[src/rtl/regfile_a_write_port.sv]
`default_nettype none
// ============================================================================
// Module   : regfile_a_write_port (with package regfileAGroup)
// Brief    : 32x32 general register file + EPC, control-code driven write port,
//            two registered read ports with write-to-read bypass.
// Revision : 1.0 - initial release
// ============================================================================

package regfileAGroup;
    typedef logic [3:0] controlBus;

    localparam controlBus NO_OP      = 4'd0;
    localparam controlBus NEXTPC_LR  = 4'd1;
    localparam controlBus SYSREG_DRL = 4'd2;
    localparam controlBus BREG_DRL   = 4'd3;
    localparam controlBus RESULT_DRL = 4'd4;
    localparam controlBus DWORD_DRL  = 4'd5;
    localparam controlBus SBYTE_DRL  = 4'd6;
    localparam controlBus SWORD_DRL  = 4'd7;
    localparam controlBus UBYTE_DRL  = 4'd8;
    localparam controlBus UWORD_DRL  = 4'd9;
    localparam controlBus NEXTPC_EPC = 4'd10;
endpackage

module regfile_a_write_port #(
    parameter int DATA_WIDTH = 32,
    parameter int REG_COUNT  = 32,
    parameter int LR_INDEX   = 31
) (
    input  logic                          clk,
    input  logic                          reset,
    input  logic                          enable,
    input  regfileAGroup::controlBus      regfileAControl,
    input  logic [$clog2(REG_COUNT)-1:0]  drlIndex,
    input  logic [DATA_WIDTH-1:0]         nextPc,
    input  logic [DATA_WIDTH-1:0]         sysregData,
    input  logic [DATA_WIDTH-1:0]         bRegData,
    input  logic [DATA_WIDTH-1:0]         resultData,
    input  logic [DATA_WIDTH-1:0]         memData,
    input  logic [1:0]                    memAddrLow,
    input  logic [$clog2(REG_COUNT)-1:0]  readIndexA,
    input  logic [$clog2(REG_COUNT)-1:0]  readIndexB,
    output logic [DATA_WIDTH-1:0]         readDataA,
    output logic [DATA_WIDTH-1:0]         readDataB,
    output logic [DATA_WIDTH-1:0]         epc,
    output logic                          writeValid
);
    import regfileAGroup::*;

    localparam int                 c_IDX_W    = $clog2(REG_COUNT);
    localparam logic [c_IDX_W-1:0] c_LR_INDEX = LR_INDEX[c_IDX_W-1:0];

    logic [DATA_WIDTH-1:0] r_regs [REG_COUNT];
    logic [DATA_WIDTH-1:0] r_epc;
    logic [DATA_WIDTH-1:0] r_rd_a;
    logic [DATA_WIDTH-1:0] r_rd_b;
    logic                  r_wv;

    logic [7:0]            w_byte;
    logic [15:0]           w_half;
    logic                  w_gpr_we;
    logic                  w_epc_we;
    logic [c_IDX_W-1:0]    w_wr_idx;
    logic [DATA_WIDTH-1:0] w_wr_data;

    // Little-endian lane pick; memAddrLow[0] is deliberately ignored for halfwords.
    assign w_byte = memData[{memAddrLow, 3'b000} +: 8];
    assign w_half = memAddrLow[1] ? memData[31:16] : memData[15:0];

    always_comb begin
        w_gpr_we  = 1'b0;
        w_epc_we  = 1'b0;
        w_wr_idx  = drlIndex;
        w_wr_data = '0;
        case (regfileAControl)
            NEXTPC_LR: begin
                w_gpr_we  = 1'b1;
                w_wr_idx  = c_LR_INDEX;
                w_wr_data = nextPc;
            end
            SYSREG_DRL: begin
                w_gpr_we  = 1'b1;
                w_wr_data = sysregData;
            end
            BREG_DRL: begin
                w_gpr_we  = 1'b1;
                w_wr_data = bRegData;
            end
            RESULT_DRL: begin
                w_gpr_we  = 1'b1;
                w_wr_data = resultData;
            end
            DWORD_DRL: begin
                w_gpr_we  = 1'b1;
                w_wr_data = memData;
            end
            SBYTE_DRL: begin
                w_gpr_we  = 1'b1;
                w_wr_data = {{(DATA_WIDTH-8){w_byte[7]}}, w_byte};
            end
            UBYTE_DRL: begin
                w_gpr_we  = 1'b1;
                w_wr_data = {{(DATA_WIDTH-8){1'b0}}, w_byte};
            end
            SWORD_DRL: begin
                w_gpr_we  = 1'b1;
                w_wr_data = {{(DATA_WIDTH-16){w_half[15]}}, w_half};
            end
            UWORD_DRL: begin
                w_gpr_we  = 1'b1;
                w_wr_data = {{(DATA_WIDTH-16){1'b0}}, w_half};
            end
            NEXTPC_EPC: begin
                w_epc_we  = 1'b1;
            end
            default: begin
                w_gpr_we  = 1'b0;
            end
        endcase
    end

    // EPC writes never reach the read ports because the bypass keys on w_gpr_we only.
    always_ff @(posedge clk or posedge reset) begin
        if (reset) begin
            for (int i = 0; i < REG_COUNT; i++) begin
                r_regs[i] <= '0;
            end
            r_epc  <= '0;
            r_rd_a <= '0;
            r_rd_b <= '0;
            r_wv   <= 1'b0;
        end else if (enable) begin
            if (w_gpr_we) begin
                r_regs[w_wr_idx] <= w_wr_data;
            end
            if (w_epc_we) begin
                r_epc <= nextPc;
            end
            r_rd_a <= (w_gpr_we && (w_wr_idx == readIndexA)) ? w_wr_data : r_regs[readIndexA];
            r_rd_b <= (w_gpr_we && (w_wr_idx == readIndexB)) ? w_wr_data : r_regs[readIndexB];
            r_wv   <= w_gpr_we;
        end
    end

    assign readDataA  = r_rd_a;
    assign readDataB  = r_rd_b;
    assign epc        = r_epc;
    assign writeValid = r_wv;

endmodule
`default_nettype wire

[config.mk]
export PLATFORM = sky130hd
export DESIGN_NAME = regfile_a_write_port
export DESIGN_NICKNAME = d
export VERILOG_FILES = /design/src/rtl/regfile_a_write_port.sv
export SDC_FILE = /design/constraint.sdc
export NUM_CORES = 2
export LEC_CHECK = 0
export CAP_MARGIN = 20
export CORE_MARGIN = 2
export CORE_UTILIZATION = 50
export DETAILED_ROUTE_END_ITERATION = 6
export PLACE_DENSITY = 0.75
export SYNTH_ARGS = -nofsm -noshare
export SYNTH_HDL_FRONTEND = slang
export SYNTH_SLANG_ARGS = --single-unit
[constraint.sdc]
create_clock -name clk -period 51.1 [get_ports clk]
set_input_delay 12.775 -clock clk [delete_from_list [all_inputs] [get_ports clk]]
set_output_delay 12.775 -clock clk [all_outputs]
set_load 0.01 [all_outputs]
Yosys cells after proc, flatten, opt, wreduce, memory -nomap -nowiden. Index checks and enable logic that the tools add are counted.

Order comparisons: 4. Equal/unequal tests: 12. Shifts and indexed selects: 1. Multiplexer cells: 16. Bitwise logic cells: 3. Reductions and logical operators: 6.

Operators by type and width (count): $bwmux W1024 (1); $bmux W32 S5 (2); $pmux W32 S9 (1); $mux W32 (7); $demux W32 S5 (1); $shiftx A32 B6 Y8 (1); $ge A6 B6 Y1 const B (3); $not A5 Y6 (3); $eq A4 B3 Y1 const B (4); $mux W16 (1); $eq A4 B4 Y1 const B (3); $eq A5 B5 Y1 (2); $reduce_or A9 Y1 (1); $eq A4 B2 Y1 const B (2); $lt A6 B1 Y1 const B (1); $mux W5 (1); $eq A4 B1 Y1 const B (1); $reduce_and A2 Y1 (2); $logic_and A1 B1 Y1 (3); $mux W1 (2).

Register bits after elaboration: 1121. Input port bits: 184. Output and inout bits: 97.

Depth between registers and ports, before layout.
Depth after elaboration: 8. Gate-level depth with buffers: 12.

Worst setup path after synthesis. No wires, ideal clock.

Path type: input port to flip-flop. Start: in readIndexA[0]. End: reg r_rd_a[0] (netlist: readDataA[0]). Setup time: 0.121 ns. Data arrival time: 14.741 ns. Data required time: 50.979 ns. Slack: 36.238 ns. Stages on the path: 8. Path buffers: 3. Cell sequence: clkbuf_1 -> clkbuf_1 -> buf_2 -> mux4_2 -> mux2_2 -> o211ai_1 -> o211ai_1 -> a22o_1.

Longest elaborated chain between the ends: 5.

Ends and longest elaborated chain: start: declaration (line 41) `input logic [$clog2(REG_COUNT)-1:0] readIndexA,`; $not A5 Y6 (not written as such) (line 139) `r_rd_a <= (w_gpr_we && (w_wr_idx == readIndexA)) ? w_wr_data : r_regs[readIndexA];`; $bmux W32 S5 (line 139); $mux W32 (not written as such) (2 in series) (line 139); $mux W32 (*) (line 139); end signal: assignment (line 139); end: declaration (line 55) `logic [DATA_WIDTH-1:0] r_rd_a;`.

Every way passes the cells marked *; elsewhere a longest branch is shown, timed or not. The select of a mux whose other input is x is not followed. A chain may end at the register's enable or synchronous reset.

==> impl_metrics.yaml <==
placed_design:
  post_dp_cell_area_mm2: 0.0624
  place.port_buffers: 280
  routabilityCongestion: 0.942
  post-dp-hpwl_mm: 112
pwr:
  power_per_cell_area_mw_per_mm2: 40.2
  report.power.total_mw: 2.68
  leakage_power_nw: 27.8
  ir_drop_v: 0.0000409
floorplan:
  die_height_um: 347
  placeableCoreArea_mm2: 0.117
  floorplan.rows: 125
  pin_count: 281
  die_area_mm2: 0.121
  starting_density_of_the_core_pct: 50.5
  die_width_um: 347
sta:
  fmaxAchievable_mhz: 57.3
  rsz0062_at_grt: "no"
  worst_hold_slack_ps: 502
  period_share_pct: 34.2
  finalMaxSlewViolations: 0
  post-route-min-period_ps: 17460
  setup-tns-final_ps: 0
  timing_hold_violations_final: 0
  fin_skew_ps: 22.2
  slew-limit-headroom_pct: 15.5
  timing.final.setup_violations: 0
  worst_slew_pin_slew_ps: 1270
worst_setup_path:
  arrival_ps: 18180
  critPathLaunch: "reset"
  worst-r2r-setup-slack_ps: 49070
  cpMostUsedCell: "buf_4"
  worstSetupStartpointType: "input port"
  worst_r2r_endpoint: "readDataA[5]"
  required_ps: 51820
  crit_family: "buffers and inverters"
  regToRegStartpoint: "r_regs[389]"
  cp.buffers_inverters: 7
  end_kind: "asynchronous set/reset pin"
  worst_r2r_path_depth: 5
  timing_worst_setup_path_type: "in -> async"
  path_max_fanout: 121
  termination_of_the_worst_setup_path: "r_regs[400]"
  critical_path_cell_list: "clkdlybuf4s50_1 > inv_8 > buf_4 > buf_4 > buf_4 > buf_4 > buf_4"
  max_stage_delay_cell_worst_path: "buf_4"
  cp.depth: 7
  worst_path_largest_cell_delay_ps: 890
clocking:
  max-clock-path-buffers: 3
  tritoncts.num_buffers: 112
  cts_repair_resize_count: 0
  clock_tree.htree_level_count: 3
  root_buf_cell: "clkbuf_16"
  tritoncts: "built"
  cts_hold_repair.buffers: 0
  clk_transition_reported_paths_ps: 60
  post_cts_setup_repair_buffer_count: 0
  numClockSinks: 1121
  clk_latency_ps: 730
layout:
  areaGrowthSynthToFinish_pct: 12.9
  final_core_utilization_pct: 57.1
  antenna-diode-count: 0
  drive_gt1_share_pct: 18.2
  fin_area_mm2: 0.0665
  num-fill-cells: 9306
  nNetsFinal: 5566
route:
  postRouteWirelength_mm: 197
  drc_errors: 2
  drtIter0Drc: 6010
  routed-via-count: 46900
  wl_per_cell_um: 28.1
  via_per_inst: 6.70
  first_pass_iteration_count_of_the_detailed_router: 7
  final_antenna_net_count: 0
logic_synthesis:
  synth_area_per_cell_um2: 10.8
  yosys_warnings: 0
  number_of_instances_in_the_synthesized_netlist: 5439
  synth-main-ff-cell: "dfrtp_1"
  number_of_enable_flip_flop_cells_after_synthesis: 0
  synth.cells.most_frequent: "dfrtp_1, a21oi_1, nor2_1"
  netlist.area_leader.share_pct: 47.6
  synth_nets: 5623
  synth-seq-area-share_pct: 47.6
  synth.most_common_cell: "dfrtp_1"
  synth_cell_types: 66
  synthArstFlopShare_pct: 100
  ys_seq_elements: 1121
  synth_top_cells_by_area: "dfrtp_1, mux4_2, a21oi_1, nor2_1, mux2_2"
  synth.cell_area_mm2: 0.0589
  yosysTopAreaCell: "dfrtp_1"
global_routing:
  grt_first_pass_wirelength_mm: 295
  grt_usage_pct: 32.5
  overflow: 0
  grt_antenna_before_repair: 2
  grt_start_max_net_pins: 163
  first_global_vias: 46500
outcome:
  outcome: "finished with violations"
  failed_checks: "DRC"
job:
  max_cap_violations: 0
worst_hold_path:
  hold_path.class: "reg -> reg"
[how the worst min path moves through the flow]
stage	start	end	slack (ps)	cells past startpoint
6_report	r_regs[742]	r_regs[742]	500	2
5_1_grt	epc[6]	epc[6]	520	1
4_1_cts	r_regs[205]	r_regs[205]	500	2
3_5_place_dp	r_regs[205]	r_regs[205]	490	2
3_3_place_gp	r_regs[767]	r_regs[767]	470	2
2_1_floorplan	r_regs[967]	r_regs[967]	460	2
[worst min-delay path: cells and delay by family, from the launching register on]
kind	cells	cell delay, ps
simple gates	1	50
flops	1	360
compound gates	1	60
[state kept, by name, summed over array words and instances, names as in the netlist]
| signal | cells |
|---|---|
| readDataB | 32 |
| epc | 32 |
| readDataA | 32 |
| r_regs | 1024 |
| writeValid | 1 |
[routing by layer]
layer,global-route usage [%],up-vias,part of all wire (%)
li1,-,19700,-
met1,44.8,23600,38
met2,47.9,2980,44
met3,8.94,602,12
met4,15.4,2,5.1
met5,0,-,0.0066
[layout make-up]
class	count	area [um2]	area share, %
timing repair buffer	402	3830	5.76
inverter	3	21.3	0.0320
clock inverter	53	803	1.21
multi-input combinational	3742	28600	43.1
sequential	1121	28100	42.2
clock buffer	157	3240	4.88
tap	1524	1910	2.87
[logic make-up after synthesis]
kind of cell | Yosys count | synth area share, %
muxes | 761 | 22.1
xor gates and xnor gates | 6 | 0.0892
DFF | 1121 | 47.6
buffers and inverters | 576 | 4.39
and+or+nand+nor | 1342 | 9.67
AOI/OAI and AO/OA | 1633 | 16.2
[power breakdown]
group	internal [mW]	total (mW)	switching, mW	leakage [nW]
sequential	1.06	1.20	0.138	14.5
combinational	0.294	0.572	0.278	11.3
clock	0.535	0.907	0.371	1.97
total	1.89	2.68	0.787	27.8
[stage by stage]
step / std cells / setup slack, ps
2_1_floorplan: 5439 / 6760
4_1_cts: 6999 / 33390
3_5_place_dp: 6789 / 32640
6_report: 7002 / 33640
3_3_place_gp: 6788 / 32680
5_1_grt: 7002 / 32780
[placed cells by master (no fill, tap or decap), types with 63 or more instances in the layout]
| master | instances |
|---|---|
| clkbuf_16 | 114 |
| clkdlybuf4s50_1 | 271 |
| nor2_1 | 660 |
| nor2b_1 | 79 |
| a22o_1 | 63 |
| o21ai_1 | 145 |
| mux2_2 | 166 |
| mux4_2 | 413 |
| a22oi_1 | 65 |
| nand2_1 | 484 |
| buf_4 | 116 |
| mux2i_1 | 182 |
| o211ai_1 | 64 |
| a21oi_1 | 757 |
| a211oi_1 | 84 |
| dfrtp_1 | 1121 |
| o21ai_0 | 293 |
(Power assumes the default switching activity.)
